===== config.mk =====
export PLATFORM = sky130hd
export DESIGN_NAME = spi_time_transmitter_flat
export DESIGN_NICKNAME = d
export VERILOG_FILES = /design/src/rtl/spi_time_if.sv /design/src/rtl/spi_time_transmitter.sv /design/src/flat_wrapper.sv
export SDC_FILE = /design/constraint.sdc
export NUM_CORES = 1
export LEC_CHECK = 0
export ABC_AREA = 1
export BUFFER_PORTS_ARGS = -buffer_cell sky130_fd_sc_hd__buf_2
export CORE_ASPECT_RATIO = 0.6
export CORE_UTILIZATION = 55
export DETAILED_ROUTE_END_ITERATION = 7
export PLACE_DENSITY = 0.86
export SKIP_CTS_REPAIR_TIMING = 1
export SYNTH_ARGS = -nofsm -noshare
export SYNTH_HDL_FRONTEND = slang
export SYNTH_SLANG_ARGS = --single-unit

===== constraint.sdc =====
create_clock -name clk -period 2.2 [get_ports clk]
set_clock_uncertainty 0.15 [all_clocks]
set_input_delay 0.44 -clock clk [delete_from_list [all_inputs] [get_ports clk]]
set_output_delay 0.44 -clock clk [all_outputs]
set_load 0.03 [all_outputs]

===== src/rtl/spi_time_if.sv =====
// Bus bundle between a time-record requester and spi_time_transmitter:
// request fields, handshake and the SPI pins.
interface spi_time_if;
  logic       start;
  logic       ready;
  logic       header;
  logic [4:0] year;
  logic [3:0] month;
  logic [4:0] day;
  logic [4:0] hour;
  logic [5:0] minute;
  logic [5:0] second;
  logic       sclk;
  logic       sdo;
  logic       busy;
  logic       done;
  logic       err;

  modport master (
    output start, header, year, month, day, hour, minute, second,
    input  ready, sclk, sdo, busy, done, err
  );

  modport slave (
    input  start, header, year, month, day, hour, minute, second,
    output ready, sclk, sdo, busy, done, err
  );
endinterface


===== src/rtl/spi_time_transmitter.sv =====
// SPI master that shifts a 32-bit time/date frame out MSB-first on sclk/sdo.
// Optional macro REPEAT_EN: resend the last latched word after REPEAT_PERIOD idle cycles.
module spi_time_transmitter #(
  parameter int unsigned HALF_PERIOD   = 4,
  parameter int unsigned GAP_CYCLES    = 8,
  parameter int unsigned REPEAT_PERIOD = 1024
) (
  input  logic       clk,
  input  logic       reset,
  spi_time_if.slave  bus
);

  localparam int unsigned DIV_W = (HALF_PERIOD > 1) ? $clog2(HALF_PERIOD) : 1;
  localparam int unsigned GAP_W = $clog2(GAP_CYCLES + 1);
  localparam int unsigned BIT_W = 6;
  localparam int unsigned FRM_W = 32;

  typedef enum logic [1:0] {IDLE, SHIFT_LO, SHIFT_HI, GAP} state_e;

  state_e             state_q, state_d;
  logic [DIV_W-1:0]   div_q, div_d;
  logic [GAP_W-1:0]   gap_q, gap_d;
  logic [BIT_W-1:0]   bit_q, bit_d;
  logic [FRM_W-1:0]   shift_q, shift_d;
  logic [FRM_W-1:0]   word_q, word_d;
  logic               sclk_q, sclk_d;
  logic               sdo_q, sdo_d;
  logic               busy_q, busy_d;
  logic               done_q, done_d;
  logic               err_q, err_d;
  logic               ready_q, ready_d;

  logic [FRM_W-1:0]   frame_c;
  logic               valid_c;
  logic               launch_c;
  logic [FRM_W-1:0]   launch_word_c;
  logic               expire_c;

  assign frame_c = {bus.header, bus.year, bus.month, bus.day,
                    bus.hour, bus.minute, bus.second};

  assign valid_c = (bus.month  >= 4'd1) && (bus.month <= 4'd12) &&
                   (bus.day    >= 5'd1) &&
                   (bus.hour   <= 5'd23) &&
                   (bus.minute <= 6'd59) &&
                   (bus.second <= 6'd59);

`ifdef REPEAT_EN
  localparam int unsigned TMR_W = $clog2(REPEAT_PERIOD + 1);

  logic [TMR_W-1:0] tmr_q, tmr_d;
  logic             sent_q, sent_d;

  assign expire_c = sent_q && (tmr_q == TMR_W'(REPEAT_PERIOD - 1));

  // Idle timer: runs only in IDLE once a frame has gone out; any request clears it.
  always_comb begin
    tmr_d  = '0;
    sent_d = sent_q;
    if (state_q == IDLE) begin
      if (bus.start && valid_c) sent_d = 1'b1;
      if (!bus.start && sent_q && !expire_c) tmr_d = TMR_W'(tmr_q + 1'b1);
    end
  end

  always_ff @(posedge clk) begin
    if (reset) begin
      tmr_q  <= '0;
      sent_q <= 1'b0;
    end else begin
      tmr_q  <= tmr_d;
      sent_q <= sent_d;
    end
  end
`else
  assign expire_c = 1'b0;
`endif

  always_comb begin
    state_d       = state_q;
    div_d         = div_q;
    gap_d         = gap_q;
    bit_d         = bit_q;
    shift_d       = shift_q;
    word_d        = word_q;
    sclk_d        = sclk_q;
    sdo_d         = sdo_q;
    done_d        = 1'b0;
    err_d         = 1'b0;
    launch_c      = 1'b0;
    launch_word_c = frame_c;

    case (state_q)
      IDLE: begin
        if (bus.start) begin
          if (valid_c) begin
            launch_c = 1'b1;
            word_d   = frame_c;
          end else begin
            err_d = 1'b1;
          end
        end else if (expire_c) begin
          launch_c      = 1'b1;
          launch_word_c = word_q;
        end
        if (launch_c) begin
          shift_d = launch_word_c;
          sdo_d   = launch_word_c[FRM_W-1];
          sclk_d  = 1'b0;
          div_d   = '0;
          bit_d   = '0;
          state_d = SHIFT_LO;
        end
      end

      SHIFT_LO: begin
        if (div_q == DIV_W'(HALF_PERIOD - 1)) begin
          div_d   = '0;
          sclk_d  = 1'b1;
          state_d = SHIFT_HI;
        end else begin
          div_d = DIV_W'(div_q + 1'b1);
        end
      end

      SHIFT_HI: begin
        if (div_q == DIV_W'(HALF_PERIOD - 1)) begin
          div_d  = '0;
          sclk_d = 1'b0;
          bit_d  = BIT_W'(bit_q + 1'b1);
          // Next bit is presented on the same edge sclk falls.
          if (bit_q < BIT_W'(FRM_W - 1)) begin
            shift_d = {shift_q[FRM_W-2:0], 1'b0};
            sdo_d   = shift_q[FRM_W-2];
            state_d = SHIFT_LO;
          end else begin
            sdo_d   = 1'b0;
            gap_d   = '0;
            state_d = GAP;
          end
        end else begin
          div_d = DIV_W'(div_q + 1'b1);
        end
      end

      GAP: begin
        // done occupies the final GAP cycle; ready returns the cycle after.
        if (gap_q == GAP_W'(GAP_CYCLES)) begin
          state_d = IDLE;
        end else begin
          gap_d = GAP_W'(gap_q + 1'b1);
          if (gap_q == GAP_W'(GAP_CYCLES - 1)) done_d = 1'b1;
        end
      end

      default: state_d = IDLE;
    endcase

    ready_d = (state_d == IDLE);
    busy_d  = (state_d != IDLE);
  end

  always_ff @(posedge clk) begin
    if (reset) begin
      state_q <= IDLE;
      div_q   <= '0;
      gap_q   <= '0;
      bit_q   <= '0;
      shift_q <= '0;
      word_q  <= '0;
      sclk_q  <= 1'b0;
      sdo_q   <= 1'b0;
      busy_q  <= 1'b0;
      done_q  <= 1'b0;
      err_q   <= 1'b0;
      ready_q <= 1'b1;
    end else begin
      state_q <= state_d;
      div_q   <= div_d;
      gap_q   <= gap_d;
      bit_q   <= bit_d;
      shift_q <= shift_d;
      word_q  <= word_d;
      sclk_q  <= sclk_d;
      sdo_q   <= sdo_d;
      busy_q  <= busy_d;
      done_q  <= done_d;
      err_q   <= err_d;
      ready_q <= ready_d;
    end
  end

  assign bus.ready = ready_q;
  assign bus.sclk  = sclk_q;
  assign bus.sdo   = sdo_q;
  assign bus.busy  = busy_q;
  assign bus.done  = done_q;
  assign bus.err   = err_q;

endmodule


===== src/flat_wrapper.sv =====
// flat-port wrapper written by rule: the top's interface ports become plain ports
module spi_time_transmitter_flat 
#(
  parameter int unsigned HALF_PERIOD   = 4,
  parameter int unsigned GAP_CYCLES    = 8,
  parameter int unsigned REPEAT_PERIOD = 1024
)
  (clk, reset, bus_start, bus_header, bus_year, bus_month, bus_day, bus_hour, bus_minute, bus_second, bus_ready, bus_sclk, bus_sdo, bus_busy, bus_done, bus_err);
  spi_time_if bus_i ();
  input  logic clk;
  input  logic reset;
  input wire logic [$bits(bus_i.start)-1:0] bus_start;
  input wire logic [$bits(bus_i.header)-1:0] bus_header;
  input wire logic [$bits(bus_i.year)-1:0] bus_year;
  input wire logic [$bits(bus_i.month)-1:0] bus_month;
  input wire logic [$bits(bus_i.day)-1:0] bus_day;
  input wire logic [$bits(bus_i.hour)-1:0] bus_hour;
  input wire logic [$bits(bus_i.minute)-1:0] bus_minute;
  input wire logic [$bits(bus_i.second)-1:0] bus_second;
  output wire logic [$bits(bus_i.ready)-1:0] bus_ready;
  output wire logic [$bits(bus_i.sclk)-1:0] bus_sclk;
  output wire logic [$bits(bus_i.sdo)-1:0] bus_sdo;
  output wire logic [$bits(bus_i.busy)-1:0] bus_busy;
  output wire logic [$bits(bus_i.done)-1:0] bus_done;
  output wire logic [$bits(bus_i.err)-1:0] bus_err;
  assign bus_i.start = bus_start;
  assign bus_i.header = bus_header;
  assign bus_i.year = bus_year;
  assign bus_i.month = bus_month;
  assign bus_i.day = bus_day;
  assign bus_i.hour = bus_hour;
  assign bus_i.minute = bus_minute;
  assign bus_i.second = bus_second;
  assign bus_ready = bus_i.ready;
  assign bus_sclk = bus_i.sclk;
  assign bus_sdo = bus_i.sdo;
  assign bus_busy = bus_i.busy;
  assign bus_done = bus_i.done;
  assign bus_err = bus_i.err;
  spi_time_transmitter #(.HALF_PERIOD(HALF_PERIOD), .GAP_CYCLES(GAP_CYCLES), .REPEAT_PERIOD(REPEAT_PERIOD)) u_core (.clk(clk), .reset(reset), .bus(bus_i));
endmodule

Word-level counts from Yosys, hierarchy flattened:

Index checks and enable logic that the tools add are counted.
Widths: inputs -> output; s select.

* muxes and demuxes: 33
* eq/ne operators: 12
* bitwise gates (word level): 3
* $add $sub $neg: 3
* reduce and logical (&&, ||, !) cells: 20
* magnitude comparators: 7

Operators by type and width (count)
* $mux 31: 3
* $pmux 31 s2: 1
* $mux 2: 7
* $le 6x6->1 const B: 2
* $mux 4: 3
* $mux 6: 2
* $pmux 6 s2: 1
* $reduce_and 4->1: 3
* $mux 1: 11
* $ne 2x1->1 const B: 4
* $pmux 2 s4: 1
* $pmux 4 s2: 1
* $reduce_bool 2->1: 4
* $add 6x1->6 const B: 1
* $eq 2x2->1 const B: 3
* $lt 6x5->1 const B: 1
* $reduce_or 3->1: 2
* $ge 5x1->1 const B: 1
* $le 5x5->1 const B: 1
* $logic_and 1x1->1: 5
* $add 4x1->4 const B: 1
* $eq 4x3->1 const B: 1
* $eq 4x4->1 const B: 1
* $ge 4x1->1 const B: 1
* 13 further kinds: 17

* bits in registers: 51
* input bits: 35

Longest topological paths before layout:

* depth after elaboration: 12
* gate-level depth with buffers: 12

Least setup slack after synthesis:

No wires, ideal clock.

* path kind: flip-flop to flip-flop
* start point: register u_core.state_q[0]
* end point: register u_core.gap_q[3]
* path slack: 474 ps
* data required time: 1929 ps
* cell stages (with the launch flop): 12
* clock period less this slack: 1726 ps
* buffers on the path: 1
* data arrival time: 1454 ps
* cells stage by stage: dfxtp_1 > inv_1 > ha_1 > buf_4 > o21ai_1 > nand2_1 > nor2_4 > inv_2 > nor2_1 > nand2_1 > nand2_1 > nor2_1

* word-level cells in the longest chain between the ends: 3
* elaborated cells between the ends (all ways): 8

Ends and longest elaborated chain
* start: declaration: RTL line spi_time_transmitter.sv:20 `state_e state_q, state_d;`
* start signal: assignment: RTL line spi_time_transmitter.sv:178 `state_q <= state_d;`
* $eq 2x2->1: RTL line spi_time_transmitter.sv:93 `case (state_q)`
* $ne 2x2->1 (no line) (tied with other cells)
* $reduce_and 4->1 (no line)
* end signal: assignment: RTL line spi_time_transmitter.sv:180 `gap_q <= gap_d;`
* end: declaration: RTL line spi_time_transmitter.sv:22 `logic [GAP_W-1:0] gap_q, gap_d;`

Several ways; a longest one is shown, not always the timed one.
A chain may end at the register's enable or synchronous reset.

Worst setup path in the final report:

* start point: register u_core.state_q[0]
* end point: register u_core.bit_q[2]

* word-level cells in the longest chain between the ends: 3
* elaborated cells between the ends (all ways): 7

Ends and longest elaborated chain
* $eq 2x2->1 / $logic_not 2->1 (equally long branches): RTL line spi_time_transmitter.sv:93
* $ne 2x1->1 (no line) / $reduce_bool 2->1 (equally long branches)
* $reduce_and 3->1 (no line)
* end signal: assignment: RTL line spi_time_transmitter.sv:181 `bit_q <= bit_d;`
* end: declaration: RTL line spi_time_transmitter.sv:23 `logic [BIT_W-1:0] bit_q, bit_d;`

Several ways; a longest one is shown, not always the timed one.

==> results.yml <==
status:
  outcome: "completed"
yosys:
  syn_avg_cell_area_um2: 6.343
  synthMuxAreaShare_pct: 0
  synthAdderAreaFrac_pct: 3.661
  seq_area_frac_synth_pct: 37.35
  postSynthCellCount: 431
  syn_area_mm2: 0.002734
  yosys_register_bits: 51
  synth_compound_area_share_pct: 11.12
  synthesis.nets: 474
  synth-simple-area-share_pct: 36.52
  synth-xor-area-share_pct: 0.9611
  synth_top_family_by_area: "simple AND/OR/NAND/NOR gates"
  ys_types: 24
  synth_warnings: 0
detailed_routing:
  dr.max_layer_used: "met4"
  routed_wl_mm: 5.854
  wirelength_met1_mm: 2.833
  met3_length_um: 408
  vias: 2700
  avgViaCountPerCell: 5.094
  route.detailed.drc: 0
  wl_per_cell_um: 11.05
  ant_nets: 0
  drtIter0Drc: 154
  dr_wl_met2_mm: 2.560
  first_pass_iters: 5
floorplan:
  pin_count: 41
  std_cell_rows: 19
  core_mm2: 0.004683
  chipHeight_um: 56.61
  die_area_mm2: 0.005266
  start_util_pct: 58.38
  die-width_um: 93.02
critical_path:
  worstPathArrival_ns: 2.16
  cp_max_fo: 39
  end_kind: "flip-flop"
  required_ns: 2.28
  critPathKind: "flip-flop to flip-flop"
  start_kind: "flip-flop"
clock_tree:
  cts_inserted_buffers: 5
  worstSkewPairLatency_ns: 0.30
  cts_root_buffer: "clkbuf_8"
  cts_sinks: 51
  htreeDepth: 2
  cts_tree: "done"
  clkSlewWorstSetupHoldPaths_ns: 0.09
  clk_path_buf_depth: 2
final_layout:
  num_antenna_cells: 0
  drive_gt1_share_pct: 13.92
  synthToLayoutAreaGrowth_pct: 13.55
  final_util_pct: 66.28
  layout.nets: 510
  final_common_cell: "nand2_1"
  layout_common_cells: "134 x nand2_1, 65 x nor2_1, 51 x dfxtp_1, 43 x inv_1, 40 x buf_2"
  design_area_mm2: 0.003104
power:
  p_seq_share_pct: 49.6
  p_sw_mw: 0.5942
  vdd_drop_max_mv: 0.3980
  power.density_mw_per_mm2: 671.4
  pwr-share-comb_pct: 19.9
  p_int_mw: 1.490
  swShare_pct: 28.51
  p_clk_share_pct: 30.5
  p_leak_nw: 1.554
  total_power_mw: 2.084
timing:
  fin_crit_ns: 2.080
  finalMaxSlewViolations: 0
  worst_pin_slew_ns: 0.4375
  setup_viol: 0
  fin_ws_ns: 0.1205
  relSlewSlack_pct: 70.83
  max_freq_ghz: 0.4809
  fin_tns_setup_ns: 0
  fin_crit_sh_pct: 94.52
  rsz0062_at_grt: "no"
  hold_viol: 0
place:
  dpl_cell_area_mm2: 0.003002
  place_ws_ns: 0.1076
  portBuffers: 40
  place_hpwl_mm: 4.100
  place.gp.congestion: 0.8692
grt:
  antenna_found_initial: 0
  grt_max_degree: 56
  grt_use_total_pct: 24.47
  grt_pass1_vias: 2386
  grt_pass1_wl_mm: 10.29
  overflow: 0
run:
  drv_cap: 0
min_path:
  hold_path_class: "input port to flip-flop"
-- area by class of cell --
| class | count | area, um2 |
|---|---|---|
| Clock buffer | 6 | 72.57 |
| Clock inverter | 1 | 30.03 |
| Fill cell | 415 | 1579 |
| Inverter | 48 | 180.2 |
| Multi-Input combinational cell | 312 | 1429 |
| Sequential cell | 51 | 1021 |
| Tap cell | 63 | 78.83 |
| Timing Repair Buffer | 49 | 292.8 |
-- state kept, by name, indices dropped and copies added (netlist names) --
| register | flops |
|---|---|
| u_core.div_q | 2 |
| u_core.gap_q | 4 |
| u_core.bit_q | 6 |
| u_core.bus.err | 1 |
| u_core.bus.sclk | 1 |
| u_core.state_q | 2 |
| u_core.bus.done | 1 |
| u_core.shift_q | 31 |
| u_core.bus.sdo | 1 |
| u_core.bus.busy | 1 |
| u_core.bus.ready | 1 |
-- through the flow --
step                      cells  hold slack, ns
after floorplan             431          0.2840
after global placement      523          0.2975
after detailed placement    523          0.3042
after CTS                   530          0.2466
after global routing        530          0.2709
final                       530          0.2490
-- worst max-delay path: stages, from the launching register on --
cell and delay [ns]:
dfxtp_1 0.35, inv_1 0.13, ha_1 0.37, buf_4 0.24, inv_2 0.07, buf_12 0.16, nor3_1 0.24, nand3_1 0.13
a21oi_1 0.16
-- cells by family after synthesis --
logic type	after synthesis
AND/OR/NAND/NOR	242
adder cells (fa/ha/maj)	8
flip-flops	51
AO/OA/AOI/OAI	59
XOR/XNOR	3
buffers and inverters	68
-- metal layers --
metal,track usage [%],vias to the layer above
met5,0,-
met4,5.275,0
met3,4.607,9
met2,40.23,90
met1,33.50,1184
li1,-,1417
-- worst paths after layout --
path	from	to	slack, ns	depth (start not counted)
hold / removal	bus_second[0]	u_core.shift_q[0]$_SDFFE_PP0P_	0.25	3
hold reg to reg	u_core.bus.sclk$_SDFFE_PP0P_	u_core.bus.sclk$_SDFFE_PP0P_	0.31	2
setup reg to reg	u_core.state_q[0]$_SDFF_PP0_	u_core.bit_q[2]$_SDFFE_PP0P_	0.12	8
setup / recovery	u_core.state_q[0]$_SDFF_PP0_	u_core.bit_q[2]$_SDFFE_PP0P_	0.12	8
-- power groups by stage --
stage | Sequential [mW] | Combinational, mW | Clock, mW
CTS | 1.03 | 0.414 | 0.642
floorplan | 1.06 | 0.301 | 0
detailed placement | 1.06 | 0.411 | 0
global placement | 1.05 | 0.394 | 0
global route | 1.04 | 0.481 | 0.670
finish | 1.03 | 0.415 | 0.635
-- synth_stat cells --
library cell  number  area (um2)
buf_2              5       25.02
buf_4              2       15.01
o21ai_0           29       145.1
nor3b_1            1       7.510
inv_2              5       18.77
clkbuf_1          11       41.29
nand4_1           10       62.56
inv_1             43       161.4
nand3_4            1       17.52
nor2_1            65       244.0
buf_6              2       22.52
ha_1               8       100.1
xor2_1             3       26.28
nand2_2            2       12.51
nand3_1           26       130.1
nand2_1          134       503.0
a21oi_1           23       115.1
a21oi_2            1       8.760
nor3_1             2       10.01
o21ai_1            4       20.02
o211ai_1           1       7.510
nor2_4             1       11.26
dfxtp_1           51        1021
o21bai_1           1       7.510
No activity file was read; power rests on OpenSTA's default activity.
